## src/rtl/rr_mux.sv

```systemverilog
// rr_mux: round-robin arbitrated N-to-1 multiplexer with valid/ready
// handshakes on every source and a single registered output stage.
// Each output beat carries out_sel, the index of the source that won,
// so the far end can route a response back to its origin.
//
// Build option: define RR_MUX_BURST_LOCK_EN to keep the grant on a source
// from its first beat until the beat carrying in_last is accepted. With the
// macro undefined, arbitration happens on every beat and in_last is only
// forwarded to out_last. The port list is the same in both builds.
module rr_mux #(
  parameter int NUM_ELEM   = 8,
  parameter int ELEM_WIDTH = 32
) (
  input  logic                                clk,
  input  logic                                arst_n,
  input  logic [NUM_ELEM-1:0]                 in_valid,
  input  logic [NUM_ELEM-1:0]                 in_last,
  input  logic [NUM_ELEM-1:0][ELEM_WIDTH-1:0] in_data,
  output logic [NUM_ELEM-1:0]                 in_ready,
  output logic                                out_valid,
  output logic [ELEM_WIDTH-1:0]               out_data,
  output logic                                out_last,
  output logic [$clog2(NUM_ELEM)-1:0]         out_sel,
  input  logic                                out_ready
);

  localparam int SEL_W = $clog2(NUM_ELEM);
  localparam logic [SEL_W-1:0] LAST_IDX = SEL_W'(NUM_ELEM - 1);

  // Registered output stage
  logic                  out_valid_q, out_valid_d;
  logic [ELEM_WIDTH-1:0] out_data_q,  out_data_d;
  logic                  out_last_q,  out_last_d;
  logic [SEL_W-1:0]      out_sel_q,   out_sel_d;

  // Round-robin priority pointer: the search for a winner starts here
  logic [SEL_W-1:0]      ptr_q, ptr_d;

  // Arbitration and handshake results for the current cycle
  logic                  rr_found;
  logic [SEL_W-1:0]      rr_idx;
  logic [SEL_W-1:0]      cand_idx;
  logic                  grant_found;
  logic [SEL_W-1:0]      grant_idx;
  logic                  load_en;
  logic                  accept;

`ifdef RR_MUX_BURST_LOCK_EN
  // While locked, the grant is pinned to lock_idx until its last beat
  typedef enum logic {
    ARB_FREE   = 1'b0,
    ARB_LOCKED = 1'b1
  } lock_state_e;

  lock_state_e           lock_state_q, lock_state_d;
  logic [SEL_W-1:0]      lock_idx_q,   lock_idx_d;
`endif

  // Successor of an index, wrapping NUM_ELEM-1 back to 0 (works for any
  // NUM_ELEM, not only powers of two)
  function automatic logic [SEL_W-1:0] next_idx(input logic [SEL_W-1:0] idx);
    return (idx == LAST_IDX) ? '0 : idx + SEL_W'(1);
  endfunction

  // base + off modulo NUM_ELEM, with off < NUM_ELEM and base < NUM_ELEM
  function automatic logic [SEL_W-1:0] offset_idx(input logic [SEL_W-1:0] base,
                                                  input int unsigned      off);
    int unsigned sum;
    sum = 32'(base) + off;
    if (sum >= 32'(NUM_ELEM)) begin
      sum = sum - 32'(NUM_ELEM);
    end
    return SEL_W'(sum);
  endfunction

  // Round-robin search: first valid source at or after ptr, wrapping around
  always_comb begin
    rr_found = 1'b0;
    rr_idx   = '0;
    cand_idx = '0;
    for (int k = 0; k < NUM_ELEM; k++) begin
      cand_idx = offset_idx(ptr_q, unsigned'(k));
      if (!rr_found && in_valid[cand_idx]) begin
        rr_found = 1'b1;
        rr_idx   = cand_idx;
      end
    end
  end

  // Final grant: a held burst lock overrides the round-robin winner, even
  // when the locked source currently has no beat to offer
  always_comb begin
    grant_found = rr_found;
    grant_idx   = rr_idx;
`ifdef RR_MUX_BURST_LOCK_EN
    if (lock_state_q == ARB_LOCKED) begin
      grant_found = 1'b1;
      grant_idx   = lock_idx_q;
    end
`endif
  end

  // Handshake: the output register can load when empty or being drained;
  // in_ready is forced low while reset is asserted
  always_comb begin
    load_en  = ~out_valid_q | out_ready;
    in_ready = '0;
    if (arst_n && grant_found && load_en) begin
      in_ready[grant_idx] = 1'b1;
    end
    accept = arst_n & grant_found & load_en & in_valid[grant_idx];
  end

  // Output register next state: load on accept, empty on drain, else hold
  always_comb begin
    out_valid_d = out_valid_q;
    out_data_d  = out_data_q;
    out_last_d  = out_last_q;
    out_sel_d   = out_sel_q;
    if (accept) begin
      out_valid_d = 1'b1;
      out_data_d  = in_data[grant_idx];
      out_last_d  = in_last[grant_idx];
      out_sel_d   = grant_idx;
    end else if (out_ready) begin
      out_valid_d = 1'b0;
    end
  end

  // Pointer (and lock) next state: the pointer moves past the winner once
  // its transfer is complete, so the winner becomes lowest priority
  always_comb begin
    ptr_d = ptr_q;
`ifdef RR_MUX_BURST_LOCK_EN
    lock_state_d = lock_state_q;
    lock_idx_d   = lock_idx_q;
    if (accept) begin
      if (in_last[grant_idx]) begin
        lock_state_d = ARB_FREE;
        ptr_d        = next_idx(grant_idx);
      end else begin
        lock_state_d = ARB_LOCKED;
        lock_idx_d   = grant_idx;
      end
    end
`else
    if (accept) begin
      ptr_d = next_idx(grant_idx);
    end
`endif
  end

  // Output stage flops; reset drops any held beat immediately
  always_ff @(posedge clk or negedge arst_n) begin
    if (!arst_n) begin
      out_valid_q <= 1'b0;
      out_data_q  <= '0;
      out_last_q  <= 1'b0;
      out_sel_q   <= '0;
    end else begin
      out_valid_q <= out_valid_d;
      out_data_q  <= out_data_d;
      out_last_q  <= out_last_d;
      out_sel_q   <= out_sel_d;
    end
  end

  // Arbitration pointer flop; restarts the search at source 0 after reset
  always_ff @(posedge clk or negedge arst_n) begin
    if (!arst_n) begin
      ptr_q <= '0;
    end else begin
      ptr_q <= ptr_d;
    end
  end

`ifdef RR_MUX_BURST_LOCK_EN
  // Burst lock flops; reset abandons any burst in progress
  always_ff @(posedge clk or negedge arst_n) begin
    if (!arst_n) begin
      lock_state_q <= ARB_FREE;
      lock_idx_q   <= '0;
    end else begin
      lock_state_q <= lock_state_d;
      lock_idx_q   <= lock_idx_d;
    end
  end
`endif

  assign out_valid = out_valid_q;
  assign out_data  = out_data_q;
  assign out_last  = out_last_q;
  assign out_sel   = out_sel_q;

  // At most one source may ever see in_ready
  a_ready_onehot: assert property (@(posedge clk) disable iff (!arst_n)
    $onehot0(in_ready));

  // A beat that is not taken downstream must stay put
  a_hold_stable: assert property (@(posedge clk) disable iff (!arst_n)
    (out_valid_q && !out_ready) |=>
      (out_valid_q && $stable(out_data_q) && $stable(out_sel_q) && $stable(out_last_q)));

endmodule

```

## config.mk

```make
export PLATFORM = sky130hd
export DESIGN_NAME = rr_mux
export DESIGN_NICKNAME = d
export VERILOG_FILES = /design/src/rtl/rr_mux.sv
export SDC_FILE = /design/constraint.sdc
export NUM_CORES = 1
export LEC_CHECK = 0
export ABC_AREA = 1
export BUFFER_PORTS_ARGS = -buffer_cell sky130_fd_sc_hd__buf_2
export CORE_AREA = 2 2 124 126
export DETAILED_ROUTE_END_ITERATION = 10
export DIE_AREA = 0 0 126 128
export PLACE_DENSITY = 0.67
export SYNTH_ARGS = -nofsm -noshare
export SYNTH_HDL_FRONTEND = slang
export SYNTH_SLANG_ARGS = --single-unit
```

## constraint.sdc

```tcl
create_clock -name clk -period 3.8 [get_ports clk]
set_input_delay 0.19 -clock clk [delete_from_list [all_inputs] [get_ports clk]]
set_output_delay 0.19 -clock clk [all_outputs]
set_load 0.1 [all_outputs]
```

==> run_results.csv <==
group,metric,value,unit
synthesis,ys_ff_latch,40,
critical_path,crit_slowest_cell,"ha_1",
detailed_routing,ant_nets,0,
synthesis,synth.avg_cell_area,5.13,um2
synthesis,synth.area.top_cells,"nand2_1, dfrtp_1, nand3_1",
floorplan,die_x,126,um
floorplan,rows,45,
clock_network,cts.htree.levels,2,
detailed_routing,wl_per_cell,14.2,um
critical_path,startpoint_type,"register",
synthesis,yosysWarnings,0,
critical_path,cp.depth,18,
run,cap_violations,0,
critical_path,critPathMaxStageDelay,0.41,ns
placement,placed_area,0.00712,mm2
clock_network,numCtsBuffers,5,
clock_network,cts_tree,"done",
timing,fmax,282,MHz
synthesis,synth_top_cell_area_share,0.491,
placement,port-buffer-count,319,
synthesis,synth_commonest_cells,"nand2_1, nand3_1, buf_2",
critical_path,r2r_setup_slack,0.35,ns
global_routing,antenna_found_initial,1,
global_routing,use_met1,0.315,
clock_network,clk_latency,0.28,ns
synthesis,synth_nets,1340,
synthesis,ys_types,33,
critical_path,crit_chain,"inv_4 > ha_1 > inv_1 > nand3_1 > nand3_1 > nand2_2 > nor2_8 > nand4_4 > nor2_4 > nand2_2 > o21ai_0 > o21ai_1 > nand2_1 > nand2_2 > clkinv_2 > nand2_1 > nor2_1 > buf_12",
detailed_routing,route.detailed.drc,0,
global_routing,grt_busiest_layer,"met2",
placement,gp_congestion,0.917,
status,status,"complete, no violations",
floorplan,fp.coreArea,0.0149,mm2
timing,post-route-period-util,0.933,
clock_network,clockRootBuffer,"clkbuf_16",
timing,relSlewSlack,0.637,
timing,worst_pin_slew,0.545,ns
critical_path,end_kind,"output pin",
critical_path,critPathMaxFanout,12,
critical_path,crit_type,"reg -> out",
timing,setup_viol,0,
floorplan,die-area,0.0161,mm2
synthesis,synth.most_common_cell,"nand2_1",
floorplan,pin_count,320,
floorplan,die_y,128,um
global_routing,grt.total_usage,0.252,
timing,final_hold_viol_count,0,
detailed_routing,vias,7433,
global_routing,grt_remaining_overflow,0,
timing,maxSlewViolCount,0,
synthesis,yosysSeqAreaShare,0.184,
timing,rsz0062_at_grt,"false",
layout,syn_to_final_growth,35.9,%
critical_path,crit_family,"simple AND/OR/NAND/NOR gates",
synthesis,ys.flop_type,"dfrtp_1",
critical_path,rr_startpoint,"ptr_q[0]",
clock_network,clk_path_buf_depth,2,
timing,min_period,3.55,ns
critical_path,r2r-end,"out_data[4]",
layout,final_cell_area,0.00740,mm2
critical_path,cp.required,3.61,ns
critical_path,crit_arrival,3.36,ns
critical_path,crit_path_frequent_cell,"nand2_2",
layout,finish.net_count,1624,
critical_path,cp_num_buf_inv,4,
synthesis,synth_area,0.00544,mm2
global_routing,grt_max_degree,86,
clock_network,postCtsHoldBufs,0,
floorplan,start_util,0.366,
detailed_routing,viasPerCell,4.84,
synthesis,synthCells,1061,
worst_hold_path,hold_path_class,"in -> async",
clock_network,clk_pin_slew,0.06,ns
synthesis,synth_edf_count,0,
global_routing,use_met2,0.455,
detailed_routing,drtPass1Iterations,5,
synthesis,synth_area_leader_cell,"nand2_1",
critical_path,critPathCapture,"in_ready[4]",
layout,final_core_util,0.498,
detailed_routing,totalWireLength,21.7,mm
layout,layout-drive-gt1-share,0.290,
timing,clock-skew-final,0.00473,ns
synthesis,synthArstFlopShare,1.00,
global_routing,grt_pass1_vias,6655,
detailed_routing,drt-initial-drc-count,470,
critical_path,reg2reg_depth,21,
placement,dpl.hpwl,16.5,mm
global_routing,grt_pass1_wl,33.2,mm
global_routing,grt_util_met3,0.0417,
critical_path,cp-startpoint,"ptr_q[0]",
clock_network,clkSinkCount,40,
==> cells by family after synthesis <==
family                     share of synthesized area
and+or+nand+nor                                0.690
buffers and inverters                         0.0895
DFF                                            0.184
AOI/OAI and AO/OA                             0.0214
xor gates and xnor gates                     0.00644
adders and majority gates                    0.00920
==> how the worst min path moves through the flow <==
stage / startpoint / depth (start not counted) / endpoint / slack (ns)
2_1_floorplan: arst_n / 0 / out_data[0] / -0.11
3_3_place_gp: arst_n / 2 / out_data[13] / 0.43
3_5_place_dp: arst_n / 2 / out_data[16] / 0.43
4_1_cts: arst_n / 2 / out_data[3] / 0.12
5_1_grt: arst_n / 2 / out_data[20] / 0.15
6_report: arst_n / 2 / out_data[13] / 0.1
==> metal layers <==
metal  share of wire  vias to the layer above
li1                -                     3862
met1            0.41                     3276
met2            0.50                      271
met3           0.067                       24
met4           0.018                        0
met5               0                        -
==> layout by cell type, fill, tap and decap left out, types with 2 or more instances in the layout <==
master     count
ha_1           4
clkbuf_16      5
nor2_1        10
inv_1         12
buf_6          4
nand2_1      712
nand2_2        7
nand3_1      155
o21ai_0        7
buf_12         7
nor2_4         2
nor2_2         5
xor2_1         2
xnor2_1        2
buf_4         29
dfrtp_1       40
buf_2        311
o22ai_1        3
nand3_2        5
nand3_4        2
o21ai_1        3
==> cell type report <==
cell class              count  area (um2)
fillers                  1695        7470
inverters                  16        63.8
multi-input cells         931        3980
well taps                 188         235
clock inverters             1        7.51
flip-flops and latches     40        1000
repair buffers            351        1960
clock buffers               7         143
diodes                      1        2.50
==> repair_timing <==
action	4_1_cts	5_1_grt
setup endpoints to repair	4	41
gates resized for setup	4	7
pin swaps	0	1
buffers inserted	0	11
==> sequential cells by signal (all words and copies together), names as in the netlist <==
register / count
out_data: 32
out_last: 1
out_valid: 1
out_sel: 3
ptr_q: 3
==> through the flow <==
step	TNS, ns	setup slack, ns	cells	hold WS, ns
2_1_floorplan	-1.39	-0.348	1061	-0.106
3_3_place_gp	0	0.355	1515	0.428
3_5_place_dp	0	0.254	1515	0.426
4_1_cts	0	0.0547	1523	0.122
5_1_grt	0	0.0312	1535	0.150
6_report	0	0.254	1535	0.0963
Power is not shown: default switching activity piles up to over one toggle a cycle in this logic, so the estimate is an artifact.
